$ cat config.mk
export PLATFORM = sky130hd
export DESIGN_NAME = uart_tx_ctrl
export DESIGN_NICKNAME = d
export VERILOG_FILES = /design/src/rtl/uart_tx_ctrl.sv
export SDC_FILE = /design/constraint.sdc
export NUM_CORES = 1
export LEC_CHECK = 0
export CAP_MARGIN = 20
export CORE_UTILIZATION = 55
export DETAILED_ROUTE_END_ITERATION = 16
export PLACE_DENSITY = 0.75
export RECOVER_POWER = 25
export SLEW_MARGIN = 15
export SYNTH_ARGS = -nofsm -noshare
export SYNTH_HDL_FRONTEND = slang
export SYNTH_SLANG_ARGS = --single-unit
$ cat constraint.sdc
create_clock -name clk -period 2.7 [get_ports clk]
set_input_delay 0.54 -clock clk [delete_from_list [all_inputs] [get_ports clk]]
set_output_delay 0.54 -clock clk [all_outputs]
set_load 0.005 [all_outputs]
$ cat src/rtl/uart_tx_ctrl.sv
// UART transmitter: start bit, 8 data bits LSB-first, optional even/odd parity, 1 or 2 stop bits.
// Latency: the start bit is on the line the cycle after a byte is accepted; frame = (1+8+USE_PARITY+STOP_BITS)*BAUD_CLKS.
// Backpressure: tx_ready only in IDLE or the final stop cycle; tx_valid is ignored otherwise and nothing is buffered.
module uart_tx_ctrl #(
  parameter int CLK_FREQ_HZ = 100000000,
  parameter int BAUD_RATE   = 115200,
  parameter int USE_PARITY  = 1,
  parameter int ODD_PARITY  = 0,
  parameter int STOP_BITS   = 1
) (
  input  logic       clk,
  input  logic       rst,
  input  logic [7:0] tx_data,
  input  logic       tx_valid,
  output logic       tx_ready,
  output logic       uart_tx_out,
  output logic       busy
);

  localparam int BAUD_CLKS = CLK_FREQ_HZ / BAUD_RATE;
  localparam int CNT_W     = (BAUD_CLKS > 1) ? $clog2(BAUD_CLKS) : 1;

  localparam logic [CNT_W-1:0] BAUD_LAST = CNT_W'(BAUD_CLKS - 1);
  localparam logic             STOP_LAST = (STOP_BITS == 2);
  localparam logic             USE_PAR   = (USE_PARITY != 0);
  localparam logic             ODD_PAR   = (ODD_PARITY != 0);

  // Reject parameter sets that cannot produce a legal frame.
  generate
    if (BAUD_CLKS < 2) begin : g_bad_baud
      $error("uart_tx_ctrl: CLK_FREQ_HZ/BAUD_RATE must be at least 2");
    end
    if (STOP_BITS != 1 && STOP_BITS != 2) begin : g_bad_stop
      $error("uart_tx_ctrl: STOP_BITS must be 1 or 2");
    end
  endgenerate

  typedef enum logic [2:0] {
    S_IDLE,
    S_START,
    S_DATA,
    S_PARITY,
    S_STOP
  } state_t;

  state_t           state,     state_nxt;
  logic [CNT_W-1:0] baud_cnt,  baud_nxt;
  logic [2:0]       bit_cnt,   bit_nxt;
  logic             stop_cnt,  stop_nxt;
  logic [7:0]       shift_reg, shift_nxt;
  logic             parity,    parity_nxt;
  logic             line_nxt;
  logic             baud_last;
  logic             accept;

  // Ready is decoded from registered state only, so it never depends on tx_valid.
  assign tx_ready  = (state == S_IDLE) ||
                     (state == S_STOP && baud_cnt == BAUD_LAST && stop_cnt == STOP_LAST);
  assign busy      = (state != S_IDLE);
  assign baud_last = (baud_cnt == BAUD_LAST);
  assign accept    = tx_valid && tx_ready;

  // Next-state, counters, shifter and the value the line will carry next cycle.
  always_comb begin
    state_nxt  = state;
    baud_nxt   = baud_cnt;
    bit_nxt    = bit_cnt;
    stop_nxt   = stop_cnt;
    shift_nxt  = shift_reg;
    parity_nxt = parity;
    line_nxt   = 1'b1;

    case (state)
      S_IDLE: begin
        if (accept) state_nxt = S_START;
      end
      S_START: begin
        if (baud_last) begin
          baud_nxt  = '0;
          state_nxt = S_DATA;
        end else begin
          baud_nxt = baud_cnt + 1'b1;
        end
      end
      S_DATA: begin
        if (baud_last) begin
          baud_nxt   = '0;
          parity_nxt = parity ^ shift_reg[0];
          shift_nxt  = {1'b0, shift_reg[7:1]};
          if (bit_cnt == 3'd7) begin
            bit_nxt   = '0;
            stop_nxt  = 1'b0;
            state_nxt = USE_PAR ? S_PARITY : S_STOP;
          end else begin
            bit_nxt = bit_cnt + 1'b1;
          end
        end else begin
          baud_nxt = baud_cnt + 1'b1;
        end
      end
      S_PARITY: begin
        if (baud_last) begin
          baud_nxt  = '0;
          stop_nxt  = 1'b0;
          state_nxt = S_STOP;
        end else begin
          baud_nxt = baud_cnt + 1'b1;
        end
      end
      S_STOP: begin
        if (baud_last) begin
          baud_nxt = '0;
          if (stop_cnt == STOP_LAST) begin
            state_nxt = accept ? S_START : S_IDLE;
          end else begin
            stop_nxt = stop_cnt + 1'b1;
          end
        end else begin
          baud_nxt = baud_cnt + 1'b1;
        end
      end
      default: state_nxt = S_IDLE;
    endcase

    // A new byte restarts every per-frame register, from IDLE or the last stop cycle alike.
    if (accept) begin
      shift_nxt  = tx_data;
      parity_nxt = 1'b0;
      baud_nxt   = '0;
      bit_nxt    = '0;
      stop_nxt   = 1'b0;
    end

    // The line is registered, so it is driven from where the FSM is going, not where it is.
    case (state_nxt)
      S_START:  line_nxt = 1'b0;
      S_DATA:   line_nxt = shift_nxt[0];
      S_PARITY: line_nxt = parity_nxt ^ ODD_PAR;
      default:  line_nxt = 1'b1;
    endcase
  end

  // State, counters, data and the registered serial line; reset forces the line high at once.
  always_ff @(posedge clk) begin
    if (rst) begin
      state       <= S_IDLE;
      baud_cnt    <= '0;
      bit_cnt     <= '0;
      stop_cnt    <= 1'b0;
      shift_reg   <= '0;
      parity      <= 1'b0;
      uart_tx_out <= 1'b1;
    end else begin
      state       <= state_nxt;
      baud_cnt    <= baud_nxt;
      bit_cnt     <= bit_nxt;
      stop_cnt    <= stop_nxt;
      shift_reg   <= shift_nxt;
      parity      <= parity_nxt;
      uart_tx_out <= line_nxt;
    end
  end

endmodule

Yosys cells after proc, flatten, opt, wreduce, memory -nomap -nowiden
Index checks and enable logic that the tools add are counted.

storage, ports and cells
  bits in registers = 27
  output and inout bits = 3
  word-level logic and storage cells = 64
  bits of input ports = 11

cells by class
  equality and inequality tests = 13
  reduce and logical (&&, ||, !) cells = 14
  bitwise operators = 2
  muxes and demuxes = 24
  $add $sub $neg = 3

operator list
  operator                                                               number
  3-bit 2-to-1 mux                                                       8
  8-bit 2-to-1 mux                                                       3
  3-bit case mux with 5 select lines                                     1
  3-bit by 2-bit equality test with 1-bit output, second input constant  4
  10-bit by 1-bit adder with 10-bit output, second input constant        1
  10-bit equality test, second input constant                            1
  10-bit 2-to-1 mux                                                      1
  1-bit 2-to-1 mux                                                       9
  2-bit != test, second input constant                                   4
  3-bit by 1-bit equality test with 1-bit output, second input constant  2
  3-bit equality test, second input constant                             2
  1-bit case mux with 3 select lines                                     2
  3-bit nonzero test                                                     2
  5-bit AND reduction                                                    1
  2-bit AND reduction                                                    2
  2-bit nonzero test                                                     2
  4-bit OR reduction                                                     1
  3-bit by 1-bit adder with 3-bit output, second input constant          1
  1-bit logical AND                                                      3
  3-bit zero test                                                        1
  2-bit OR reduction                                                     1
  1-bit adder, second input constant                                     1
  1-bit logical OR                                                       1
  1-bit NOT                                                              1
  1-bit XOR                                                              1

Depth between registers and ports, before layout
Gate-level depths: netlist of the first run.

  depth in word-level cells = 11
  gate-level depth with buffers = 7
  mapped depth without buffers = 6

Worst setup path after synthesis of the first run
OpenSTA, ideal clock, no wires.

  path kind = flip-flop to flip-flop
  start point = register baud_cnt[0]
  end point = register uart_tx_out
  data required time = 2.580 ns
  path buffers = 0
  clock period less this slack = 2.007 ns
  library setup time = 0.120 ns
  stages on the path, launching flop included = 7
  slack = 0.693 ns
  arrival = 1.887 ns
  path through = dfxtp_1 > ha_1 > nor3b_4 > nand4_4 > mux2_1 > or4b_1 > o31a_1

on the way
  longest elaborated chain between the ends = 11
  elaborated cells between the ends (all ways) = 23
  those cells by class = 4 x eq/ne; 15 x mux; 4 x reduce/logical

ends and longest elaborated chain
  element                                                                                                           RTL line  RTL
  start, declared                                                                                                   47        logic [CNT_W-1:0] baud_cnt, baud_nxt;
  start signal, assigned                                                                                            155       baud_cnt <= baud_nxt;
  10-bit equality test (*)                                                                                          58, 60
  1-bit logical AND (2 in series)                                                                                   58        (state == S_STOP && baud_cnt == BAUD_LAST && stop_cnt == STOP_LAST);
  1-bit logical OR                                                                                                  57        assign tx_ready = (state == S_IDLE) ||
  1-bit logical AND                                                                                                 61        assign accept = tx_valid && tx_ready;
  1-bit 2-to-1 mux                                                                                                  114       state_nxt = accept ? S_START : S_IDLE;
  3-bit 2-to-1 mux                                                                                                  113       if (stop_cnt == STOP_LAST) begin
  3-bit 2-to-1 mux                                                                                                  111       if (baud_last) begin
  3-bit case mux with 5 select lines                                                                                73        case (state)
  3-bit by 2-bit equality test with 1-bit output or 3-bit by 1-bit equality test with 1-bit output (tied branches)  135       case (state_nxt)
  1-bit case mux with 3 select lines (*)                                                                            135
  end signal, assigned                                                                                              160       uart_tx_out <= line_nxt;
  end, declared                                                                                                     16        output logic uart_tx_out,

Every way passes the cells marked *; elsewhere a longest branch is shown, timed or not. The select of a mux whose other input is x is not followed.
A chain may end at the register's enable or synchronous reset.

Final worst setup path of the first run
  start point = register baud_cnt[0]
  end point = output tx_ready

on the way
  longest elaborated chain between the ends = 4

ends and longest elaborated chain
  element                          RTL line  RTL
  10-bit equality test             58
  1-bit logical AND (2 in series)  58
  1-bit logical OR                 57
  end, declared                    15        output logic tx_ready,

No other way between the ends.

==> results of run 1 <==
## cells in the mapped netlist (all sizes together) (2+ instances only)
library cell / n / share of area [%]
clkbuf: 2 / 0.57
nand4: 4 / 3.1
nor3b: 3 / 3.0
ha: 3 / 2.9
a21oi: 7 / 2.7
a211oi: 6 / 3.4
nand3: 7 / 2.7
a32oi: 2 / 1.3
nor2b: 2 / 0.95
nand2: 7 / 2.0
dfxtp: 26 / 40
nor4bb: 2 / 1.5
and2: 2 / 0.95
xor2: 3 / 2.0
nor2: 26 / 7.4
buf: 5 / 1.9
xnor2: 6 / 4.0
mux2i: 7 / 5.3
inv: 2 / 0.57
nand2b: 3 / 1.4
nor3: 6 / 2.3
o21ai: 2 / 0.76
## cell type report
| cell class | instances | share of cell area [%] |
|---|---|---|
| multi-input combinational | 112 | 50.5 |
| sequential | 26 | 35.2 |
| timing repair buffer | 16 | 9.96 |
| tap | 28 | 2.36 |
| clock buffer | 3 | 1.52 |
| inverter | 2 | 0.506 |
## path summary, 6_finish.rpt
kind / end / slack (ns) / start
hold reg to reg: shift_reg[7]$_SDFFE_PP0P_ / 0.49 / shift_reg[7]$_SDFFE_PP0P_
hold / removal: shift_reg[7]$_SDFFE_PP0P_ / 0.49 / shift_reg[7]$_SDFFE_PP0P_
setup / recovery: tx_ready / 0.26 / baud_cnt[0]$_SDFFE_PP0P_
setup reg to reg: uart_tx_out$_SDFF_PP1_ / 0.32 / baud_cnt[0]$_SDFFE_PP0P_
## cells by family (layout without fill, tap and decap cells)
group	Yosys count	count (layout)	synth area share [%]
AOI/OAI and AO/OA	24	24	12.6
xor gates and xnor gates	9	9	6.01
adders and majority gates	3	3	2.86
buffers and inverters	9	21	3.05
DFF	26	26	39.7
muxes	8	8	6.20
and+or+nand+nor	68	68	29.6
## critical path, cell delays in order, from the launching register on
cell and delay, ns:
dfxtp_1 0.40, ha_2 0.23, nor3b_1 0.34, nand3_2 0.16, and2_1 0.19, nor3_1 0.12
dlymetal6s2s_1 0.14
## timing repair
action                                  4_1_cts  5_1_grt
resized for setup                             3        3
cloned                                        0        0
setup buffers                                 0        0
endpoints found under the setup margin        1        1
## metrics by stage
stage | power (W) | util [%] | worst slack [ns] | std cells | cell area [sq um]
final | 0.000647 | 66.4 | 0.256 | 187 | 1480
after global routing | 0.000679 | 66.4 | 0.0867 | 187 | 1480
after CTS | 0.000653 | 66.9 | 0.0119 | 187 | 1490
after detailed placement | 0.000492 | 65.7 | 0.322 | 184 | 1470
after global placement | 0.000490 | 65.7 | 0.366 | 184 | 1470
after floorplan | 0.000458 | - | 0.693 | 147 | 1310
## power groups by stage
stage / Clock, W / Sequential (W) / Combinational (W)
5_1_grt: 0.000183 / 0.000410 / 0.0000854
3_3_place_gp: 0 / 0.000416 / 0.0000741
2_1_floorplan: 0 / 0.000412 / 0.0000466
3_5_place_dp: 0 / 0.000417 / 0.0000752
4_1_cts: 0.000169 / 0.000408 / 0.0000757
6_report: 0.000165 / 0.000408 / 0.0000739
## routing by layer
layer  track usage (%)  vias up
met5                 0        -
met3              2.98        6
li1                  -      554
met4              14.8        0
met2              37.3       14
met1              28.7      509
## placed cells by master (no fill, tap or decap), types with 3 or more instances in the layout
master	Yosys	layout
a211oi_1	6	6
a21oi_1	7	7
clkbuf_4	0	3
clkdlybuf4s50_1	0	11
dfxtp_1	26	25
mux2i_1	7	7
nand2_1	7	7
nand2b_1	3	3
nand3_1	7	6
nand4_1	3	3
nor2_1	26	26
nor3_1	6	6
xnor2_1	6	6
xor2_1	3	3
==> results.py, run 1 <==
metrics = {
    "cells_and_area": {
        "largest_register_ffs": 10,
        "nets": 175,
        "num-fill-cells": 199,
        "multiInputGateArea_sq_um": 748,
        "antenna_cells": 0,
        "seq_area_sq_um": 522,
        "areaGrowthSynthToFinish_pct": 13.1,
        "drive_gt1_share_pct": 8.18,
    },
    "clock_network": {
        "ctsRootBufferMaster": "clkbuf_4",
        "cts_max_path_buffers": 2,
        "clock_latency_ns": 0.32,
        "clock_sinks": 26,
        "tritoncts": "done",
        "h-tree-depth": 1,
        "holdBufCountCts": 0,
        "path_clk_slew_ns": 0.13,
        "numCtsBuffers": 3,
    },
    "hold_path": {
        "min_path_cells": 2,
        "worstHoldPathType": "flop to flop",
    },
    "timing": {
        "hold_viol_final": 0,
        "hold_slack_ns": 0.486,
        "fin_skew_ns": 0.000866,
        "period_needed_ns": 2.44,
        "setup_viol": 0,
        "rsz0062_at_grt": "no",
        "slew_violations": 0,
        "max_freq_mhz": 409,
        "slew_headroom_pct": 55.5,
        "worst_pin_slew_ns": 0.667,
        "fin_setup_tns_ns": 0,
        "fin_crit_sh_pct": 90.5,
    },
    "detailed_routing": {
        "dr.pass1.iters": 4,
        "drt_wl_total_um": 2450,
        "vias": 1083,
        "wl_met3_um": 45,
        "top_layer": "met4",
        "postRouteAntennaNets": 0,
        "drtIter0Drc": 19,
        "wl_met2_um": 1180,
        "wl_met1_um": 1160,
        "drc_errors": 0,
        "via_per_inst": 5.79,
        "routedWlPerCell_um": 13.1,
    },
    "placed_design": {
        "gp_congestion": 0.806,
        "hpwl_um": 1830,
        "io_buffer_count": 13,
    },
    "synth": {
        "synthCells": 147,
        "synth-seq-cells": 26,
        "syn_area_per_cell_sq_um": 8.92,
        "synth_edf_count": 0,
        "ys_types": 40,
        "yosysSeqAreaShare_pct": 39.7,
        "synth_flop_cell": "dfxtp_1",
        "yosys_warnings": 0,
        "netlist_area_sq_um": 1310,
        "async_flop_share_pct": 0,
        "syn_nets": 161,
    },
    "worst_setup_path": {
        "worstPathMaxFanout": 5,
        "end_kind": "primary output",
        "crit_arrival_ns": 1.90,
        "start_kind": "flop",
        "r2r_cells": 7,
        "crit_type": "flop to primary output",
        "required_ns": 2.16,
    },
    "pwr": {
        "pwr-share-clk_pct": 25.5,
        "power_leakage_nw": 0.569,
        "netSwitchingFraction_pct": 24.4,
        "power.density_nw_per_um2": 436,
        "vdd.ir_drop.worst_mv": 0.340,
        "power.switching_w": 0.000158,
        "power_frac_comb_pct": 11.4,
        "intPower_w": 0.000489,
        "pwr-share-seq_pct": 63.1,
    },
    "global_route": {
        "antenna_found_initial": 0,
        "grt_pass1_wl_um": 4350,
        "grt_overflow_total": 0,
        "grt_pass1_vias": 982,
        "grt_max_degree": 16,
        "grt.total_usage_pct": 23.0,
    },
    "floorplanning": {
        "die_h_um": 50.8,
        "io_pins": 14,
        "start_util_pct": 58.7,
        "die_w_um": 50.8,
        "die_area_sq_um": 2580,
        "num_rows": 17,
        "coreArea_sq_um": 2230,
    },
    "status": {
        "status": "complete, no violations",
    },
    "run": {
        "drv_cap": 0,
    },
}
Note: power is estimated with default switching activity, not from simulation.
==> run 2: changes to the inputs <==
Settings changed: SKIP_LAST_GASP from default to 1.
==> results of run 2 <==
The final DEF is identical to that of run 1; final timing and power are the same.
==> run 3: changes to the inputs <==
Settings changed: TNS_END_PERCENT from default to 20.
==> results of run 3 <==
The final DEF is identical to that of run 1; final timing and power are the same.
